File: config.mk
export PLATFORM = sky130hd
export DESIGN_NAME = occamy_spi_axi_lite_arbiter
export DESIGN_NICKNAME = d
export VERILOG_FILES = /design/src/rtl/occamy_spi_axi_lite_arbiter.sv
export SDC_FILE = /design/constraint.sdc
export NUM_CORES = 1
export LEC_CHECK = 0
export BUFFER_PORTS_ARGS = -buffer_cell sky130_fd_sc_hd__clkbuf_2
export CELL_PAD_IN_SITES_DETAIL_PLACEMENT = 2
export CELL_PAD_IN_SITES_GLOBAL_PLACEMENT = 2
export CORE_AREA = 2 2 177 179
export DETAILED_ROUTE_END_ITERATION = 12
export DIE_AREA = 0 0 179 181
export GPL_ROUTABILITY_DRIVEN = 0
export PLACE_DENSITY_LB_ADDON = 0.1
export SLEW_MARGIN = 5
export SYNTH_ARGS = -nofsm -noshare
export SYNTH_HDL_FRONTEND = slang
export SYNTH_SLANG_ARGS = --single-unit
File: constraint.sdc
create_clock -name clk_i -period 2.73 [get_ports clk_i]
set_input_delay 0.273 -clock clk_i [delete_from_list [all_inputs] [get_ports clk_i]]
set_output_delay 0.273 -clock clk_i [all_outputs]
set_load 0.1 [all_outputs]
File: src/rtl/occamy_spi_axi_lite_arbiter.sv
// Round-robin sharing of one AXI-Lite master port between the SPI bridge (req 0) and the
// debug/boot requester (req 1). Optional response watchdog: define ARB_TIMEOUT_EN.

typedef struct packed {
   logic [31:0] addr;
   logic [2:0]  prot;
} occamy_arb_ax_chan_t;

typedef struct packed {
   logic [31:0] data;
   logic [3:0]  strb;
} occamy_arb_w_chan_t;

typedef struct packed {
   logic [1:0] resp;
} occamy_arb_b_chan_t;

typedef struct packed {
   logic [31:0] data;
   logic [1:0]  resp;
} occamy_arb_r_chan_t;

typedef struct packed {
   occamy_arb_ax_chan_t aw;
   logic                aw_valid;
   occamy_arb_w_chan_t  w;
   logic                w_valid;
   logic                b_ready;
   occamy_arb_ax_chan_t ar;
   logic                ar_valid;
   logic                r_ready;
} occamy_arb_req_t;

typedef struct packed {
   logic               aw_ready;
   logic               w_ready;
   occamy_arb_b_chan_t b;
   logic               b_valid;
   logic               ar_ready;
   occamy_arb_r_chan_t r;
   logic               r_valid;
} occamy_arb_resp_t;

module occamy_spi_axi_lite_arbiter #(
   parameter type axi_lite_req_t  = occamy_arb_req_t,
   parameter type axi_lite_resp_t = occamy_arb_resp_t,
   parameter int unsigned TIMEOUT_CYCLES = 1024
) (
   input  logic                 clk_i,
   input  logic                 rst_i,
   input  axi_lite_req_t  [1:0] req_i,
   output axi_lite_resp_t [1:0] rsp_o,
   output axi_lite_req_t        mst_req_o,
   input  axi_lite_resp_t       mst_rsp_i,
   output logic [1:0]           grant_o,
   output logic                 busy_o,
   output logic                 timeout_o
);

   typedef enum logic [2:0] {
      IDLE,
      WR,
      WR_RESP,
      RD_ADDR,
      RD_DATA
`ifdef ARB_TIMEOUT_EN
      ,
      DRAIN
`endif
   } state_e;

   state_e        state_q;
   logic          owner_q;
   logic          rrPtr_q;
   logic          awDone_q;
   logic          wDone_q;
   logic          busy_q;
   logic [1:0]    grant_q;

   logic [1:0]    pending;
   logic          winner;
   logic          winnerWrites;
   logic          awDone_d;
   logic          wDone_d;
   logic          awHs;
   logic          wHs;
   logic          bHs;
   logic          rHs;
   logic          respHs;
   axi_lite_req_t selReq;

`ifdef ARB_TIMEOUT_EN
   localparam int unsigned CntW = $clog2(TIMEOUT_CYCLES);
   logic [CntW-1:0] cnt_q;
   logic            cntExpired;
   logic            errResp_q;
   logic            timeout_q;
   logic            errHs;

   // While the error response is presented, the requester's ready alone completes it.
   assign cntExpired = (cnt_q == CntW'(TIMEOUT_CYCLES - 1));
   assign errHs      = (state_q == WR_RESP) ? selReq.b_ready : selReq.r_ready;
   assign timeout_o  = timeout_q;
`else
   assign timeout_o  = 1'b0;
`endif

   assign selReq   = req_i[owner_q];
   assign grant_o  = grant_q;
   assign busy_o   = busy_q;

   assign awHs     = mst_req_o.aw_valid & mst_rsp_i.aw_ready;
   assign wHs      = mst_req_o.w_valid & mst_rsp_i.w_ready;
   assign bHs      = mst_rsp_i.b_valid & mst_req_o.b_ready;
   assign rHs      = mst_rsp_i.r_valid & mst_req_o.r_ready;
   assign respHs   = (state_q == WR_RESP) ? bHs : rHs;
   assign awDone_d = awDone_q | awHs;
   assign wDone_d  = wDone_q | wHs;

   // The round-robin pointer holder wins if pending; otherwise the other requester does.
   always_comb begin
      for (int i = 0; i < 2; i++) begin
         pending[i] = (req_i[i].aw_valid & req_i[i].w_valid) | req_i[i].ar_valid;
      end
      winner       = pending[rrPtr_q] ? rrPtr_q : ~rrPtr_q;
      winnerWrites = req_i[winner].aw_valid & req_i[winner].w_valid;
   end

   // Forward the granted requester's channels to the crossbar and route responses back to it only.
   always_comb begin
      mst_req_o = '0;
      rsp_o     = '0;
      if (state_q != IDLE) begin
         mst_req_o.aw = selReq.aw;
         mst_req_o.w  = selReq.w;
         mst_req_o.ar = selReq.ar;
      end
      case (state_q)
         WR: begin
            mst_req_o.aw_valid      = selReq.aw_valid & ~awDone_q;
            mst_req_o.w_valid       = selReq.w_valid & ~wDone_q;
            rsp_o[owner_q].aw_ready = mst_rsp_i.aw_ready & ~awDone_q;
            rsp_o[owner_q].w_ready  = mst_rsp_i.w_ready & ~wDone_q;
         end
         WR_RESP: begin
            rsp_o[owner_q].b       = mst_rsp_i.b;
            rsp_o[owner_q].b_valid = mst_rsp_i.b_valid;
            mst_req_o.b_ready      = selReq.b_ready;
`ifdef ARB_TIMEOUT_EN
            if (errResp_q) begin
               rsp_o[owner_q].b       = '0;
               rsp_o[owner_q].b.resp  = 2'b10;
               rsp_o[owner_q].b_valid = 1'b1;
               mst_req_o.b_ready      = 1'b0;
            end
`endif
         end
         RD_ADDR: begin
            mst_req_o.ar_valid      = selReq.ar_valid;
            rsp_o[owner_q].ar_ready = mst_rsp_i.ar_ready;
         end
         RD_DATA: begin
            rsp_o[owner_q].r       = mst_rsp_i.r;
            rsp_o[owner_q].r_valid = mst_rsp_i.r_valid;
            mst_req_o.r_ready      = selReq.r_ready;
`ifdef ARB_TIMEOUT_EN
            if (errResp_q) begin
               rsp_o[owner_q].r       = '0;
               rsp_o[owner_q].r.data  = 32'hDEAD_BEEF;
               rsp_o[owner_q].r.resp  = 2'b10;
               rsp_o[owner_q].r_valid = 1'b1;
               mst_req_o.r_ready      = 1'b0;
            end
`endif
         end
`ifdef ARB_TIMEOUT_EN
         DRAIN: begin
            mst_req_o.b_ready = 1'b1;
            mst_req_o.r_ready = 1'b1;
         end
`endif
         default: ;
      endcase
   end

   // Arbitration, transaction sequencing and the optional watchdog, all synchronous to clk_i.
   always_ff @(posedge clk_i) begin
      if (rst_i) begin
         state_q   <= IDLE;
         owner_q   <= 1'b0;
         rrPtr_q   <= 1'b0;
         awDone_q  <= 1'b0;
         wDone_q   <= 1'b0;
         busy_q    <= 1'b0;
         grant_q   <= 2'b00;
`ifdef ARB_TIMEOUT_EN
         cnt_q     <= '0;
         errResp_q <= 1'b0;
         timeout_q <= 1'b0;
`endif
      end else begin
         case (state_q)
            IDLE: begin
`ifdef ARB_TIMEOUT_EN
               cnt_q <= '0;
`endif
               if (|pending) begin
                  owner_q  <= winner;
                  rrPtr_q  <= ~winner;
                  grant_q  <= winner ? 2'b10 : 2'b01;
                  busy_q   <= 1'b1;
                  awDone_q <= 1'b0;
                  wDone_q  <= 1'b0;
                  state_q  <= winnerWrites ? WR : RD_ADDR;
               end
            end
            WR: begin
               awDone_q <= awDone_d;
               wDone_q  <= wDone_d;
               if (awDone_d && wDone_d) begin
                  state_q <= WR_RESP;
               end
            end
            RD_ADDR: begin
               if (mst_req_o.ar_valid && mst_rsp_i.ar_ready) begin
                  state_q <= RD_DATA;
               end
            end
            WR_RESP, RD_DATA: begin
`ifdef ARB_TIMEOUT_EN
               if (errResp_q) begin
                  if (errHs) begin
                     state_q   <= DRAIN;
                     errResp_q <= 1'b0;
                     cnt_q     <= '0;
                  end
               end else if (respHs) begin
                  state_q <= IDLE;
                  grant_q <= 2'b00;
                  busy_q  <= 1'b0;
               end else if (cntExpired) begin
                  errResp_q <= 1'b1;
                  timeout_q <= 1'b1;
               end else begin
                  cnt_q <= cnt_q + CntW'(1);
               end
`else
               if (respHs) begin
                  state_q <= IDLE;
                  grant_q <= 2'b00;
                  busy_q  <= 1'b0;
               end
`endif
            end
`ifdef ARB_TIMEOUT_EN
            DRAIN: begin
               if (bHs || rHs || cntExpired) begin
                  state_q <= IDLE;
                  grant_q <= 2'b00;
                  busy_q  <= 1'b0;
               end else begin
                  cnt_q <= cnt_q + CntW'(1);
               end
            end
`endif
            default: state_q <= IDLE;
         endcase
      end
   end

endmodule

==> flow_metrics.py <==
metrics = {
    "worst_setup_path": {
        "capture_instance_of_the_worst_register_to_register_path": "state_q[1]$_SDFFE_PP0P_",
        "rrSetupSlack_ns": 0.78,
        "worstSetupStartpointType": "register",
        "critPathMaxFanout": 31,
        "cp-end-kind": "output pin",
        "data_required_time_at_the_worst_endpoint_ns": 2.46,
        "worst_r2r_startpoint": "owner_q$_SDFFE_PP0P_",
        "worst-setup-path-type": "register to output pin",
        "r2r_cells": 5,
        "signal_arrival_time_at_the_worst_endpoint_ns": 2.06,
    },
    "worst_hold_path": {
        "hold_path_class": "primary input to register",
        "hold_depth": 3,
        "timing.hold.worst_endpoint": "state_q[2]$_SDFFE_PP0P_",
        "worstHoldStart": "mst_rsp_i[35]",
    },
    "grt": {
        "grt_pass1_vias": 4947,
        "global_route.overflow_total": 0,
        "total_routing_resource_utilization_after_global_routing_pct": 12.42,
        "grt_first_pass_wirelength_mm": 30.71,
        "pin_count_of_the_biggest_net_entering_global_routing": 44,
        "number_of_antenna_violations_at_the_first_check_in_global_routing": 1,
    },
    "die": {
        "io_pins": 462,
        "die_width_um": 179,
        "rows": 64,
        "core_region_area_um2": 30350,
        "start_util_pct": 9.412,
        "die_area_um2": 32400,
        "die_y_um": 181,
    },
    "place": {
        "place.detailed.hpwl_mm": 19.25,
        "place.detailed.instances": 1254,
        "placement.io_buffers": 460,
    },
    "sta": {
        "max_freq_ghz": 0.4283,
        "final-hold-violation-count": 0,
        "unrepaired_setup_endpoints_after_global_routing": "false",
        "setup_tns_ns": 0,
        "report.final.slew_viol_count": 0,
        "final.period_utilization_pct": 85.53,
        "max_slew_margin_pct": 61.17,
        "post-route-min-period_ns": 2.335,
        "timing.final.setup_violations": 0,
        "worstMarginPinSlew_ns": 0.5849,
        "worst_clock_skew_ns": 0.004303,
    },
    "clock_tree": {
        "path_clk_slew_ns": 0.04,
        "cts_hold_buf": 0,
        "clk_root_buffer_cell": "sky130_fd_sc_hd__clkbuf_16",
        "cts-root-to-sink-buffers": 2,
        "tritoncts": "yes",
        "cts_htree_levels": 1,
        "cts_made_buffers": 3,
        "tritoncts_num_sinks": 10,
        "insertion_delay_ns": 0.24,
    },
    "power_and_ir_drop": {
        "total_switching_power_mw": 7.188,
        "power_density_nw_per_um2": 1356,
        "cell_internal_pwr_mw": 1.898,
        "power.static_leakage_nw": 3.459,
        "peak_supply_drop_v": 0.0008339,
        "power.share.sequential_pct": 3.7,
        "p_sw_share_pct": 79.11,
        "power.clock.fraction_pct": 3.2,
        "combinationalPowerShare_pct": 93.1,
    },
    "synth": {
        "yosysWarnings": 0,
        "synth.yosys.seq_area_share_pct": 7.008,
        "synth.lib_cells_used.distinct": 37,
        "syn-instance-count": 419,
        "postSynthAreaPerCell_um2": 6.817,
        "syn-cell-area_um2": 2856,
        "mappedNetlistNets": 684,
        "ys_ff_latch": 10,
    },
    "route": {
        "dr.pass1.iters": 4,
        "route.vias.total": 4699,
        "wirelength_mm": 21.54,
        "detailedRoute.firstIterationViolations": 92,
        "dr_wl_cell_um": 17.12,
        "drtAntennaViolNets": 0,
        "drt-vias-per-instance": 3.735,
        "detail_route.drc_violations": 0,
    },
    "finish": {
        "layout-drive-gt1-share_pct": 57.42,
        "nNetsFinal": 1128,
        "areaGrowthSynthToFinish_pct": 134.6,
        "final_cells": 1258,
        "layout.area.seq_um2": 203.9,
        "final_cell_mix": "393 x sky130_fd_sc_hd__clkbuf_2, 118 x sky130_fd_sc_hd__nor2_1, 108 x sky130_fd_sc_hd__mux2i_1",
        "layout.filler_cells": 3675,
        "fin_util_pct": 22.08,
        "multiInputGateArea_um2": 2481,
        "antenna_cells_inserted": 0,
        "layout.cells.most_common": "sky130_fd_sc_hd__clkbuf_2",
    },
    "run": {
        "cap_viol_max_count": 0,
    },
    "run_status": {
        "outcome": "completed",
    },
}
synth_stat cells, drive strengths merged:
library cell	count	area, µm²
nor2	119	446.7
mux2i	108	1081
and2	75	469.2
buf	21	113.9
clkbuf	17	67.57
nand2	13	48.80
a21oi	10	50.05
dfxtp	10	200.2
and3	9	61.31
o21ai	7	35.03
mux2	4	52.55
nand2b	4	25.02
nor4b	4	47.55
inv	2	7.510
nor3	2	15.01
o31ai	2	20.02
a211oi	1	7.510
a222oi	1	10.01
a22o	1	8.760
a311oi	1	8.760
a32oi	1	8.760
and3b	1	8.760
conb	1	3.750
nand3	1	5.000
nor3b	1	12.51
o41ai	1	27.53
or3	1	6.260
or4	1	7.510
per-layer routing:
metal	GRT usage, %	vias up	routed length (µm)
li1	-	2294	-
met1	12.66	2165	7375
met2	24.98	230	11950
met3	3.746	8	2062
met4	1.301	2	129
met5	0	-	13
repair_timing:
item,CTS,global route
setup endpoints to repair,0,9
buffers inserted,0,0
gates resized for setup,0,1
flip-flops by register name, summed over array words and instances (netlist names):
register / count
state_q: 3
wDone_q: 1
grant_o: 2
awDone_q: 1
owner_q: 1
rrPtr_q: 1
busy_o: 1
cell type report:
cell class / count / share of cell area [%]
clock buffers: 4 / 1.326
well taps: 396 / 7.395
multi-input cells: 369 / 37.03
flip-flops and latches: 10 / 3.044
inverters: 2 / 0.1120
repair buffers: 477 / 51.09
through the flow:
step	total power, mW	area, µm²	setup slack, ns	hold slack, ns
floorplan	7.287	2861	0.1501	0.4207
global placement	8.954	6609	0.5155	0.4778
detailed placement	8.939	6609	0.4494	0.4866
CTS	9.248	6698	0.1920	0.3354
global route	9.507	6700	0.1985	0.3656
finish	9.086	6700	0.3951	0.3302
power by group through the flow:
stage               Combinational (mW)  Sequential [mW]  Clock (mW)
floorplan                         6.97            0.322           0
finish                            8.46            0.335       0.292
global route                      8.84            0.355       0.312
global placement                  8.62            0.339           0
detailed placement                8.60            0.342           0
CTS                               8.61            0.339       0.302
critical path: stages, from the launching register on:
cell	delay (ns)
sky130_fd_sc_hd__dfxtp_4	0.69
sky130_fd_sc_hd__buf_12	0.28
sky130_fd_sc_hd__buf_4	0.18
sky130_fd_sc_hd__mux2i_1	0.08
sky130_fd_sc_hd__nor2_1	0.10
sky130_fd_sc_hd__clkbuf_2	0.48
cell families after synthesis:
group | count (synthesis) | synth area share [%]
buffers and inverters | 40 | 6.614
AND/OR/NAND/NOR | 231 | 40.39
multiplexers | 112 | 39.68
other | 1 | 0.1313
flip-flops | 10 | 7.008
AO/OA/AOI/OAI | 25 | 6.176
how the worst max path moves through the flow:
| stage | startpoint | end | slack, ns | cells past startpoint |
|---|---|---|---|---|
| detailed placement | state_q[1]$_SDFFE_PP0P_ | rsp_o[15] | 0.45 | 6 |
| finish | owner_q$_SDFFE_PP0P_ | mst_req_o[92] | 0.40 | 5 |
| global placement | state_q[1]$_SDFFE_PP0P_ | rsp_o[20] | 0.52 | 6 |
| CTS | state_q[1]$_SDFFE_PP0P_ | rsp_o[15] | 0.19 | 6 |
| floorplan | owner_q$_SDFFE_PP0P_ | mst_req_o[100] | 0.15 | 5 |
| global route | state_q[0]$_SDFFE_PP0P_ | rsp_o[40] | 0.20 | 5 |
No activity file was read; power rests on OpenSTA's default activity.
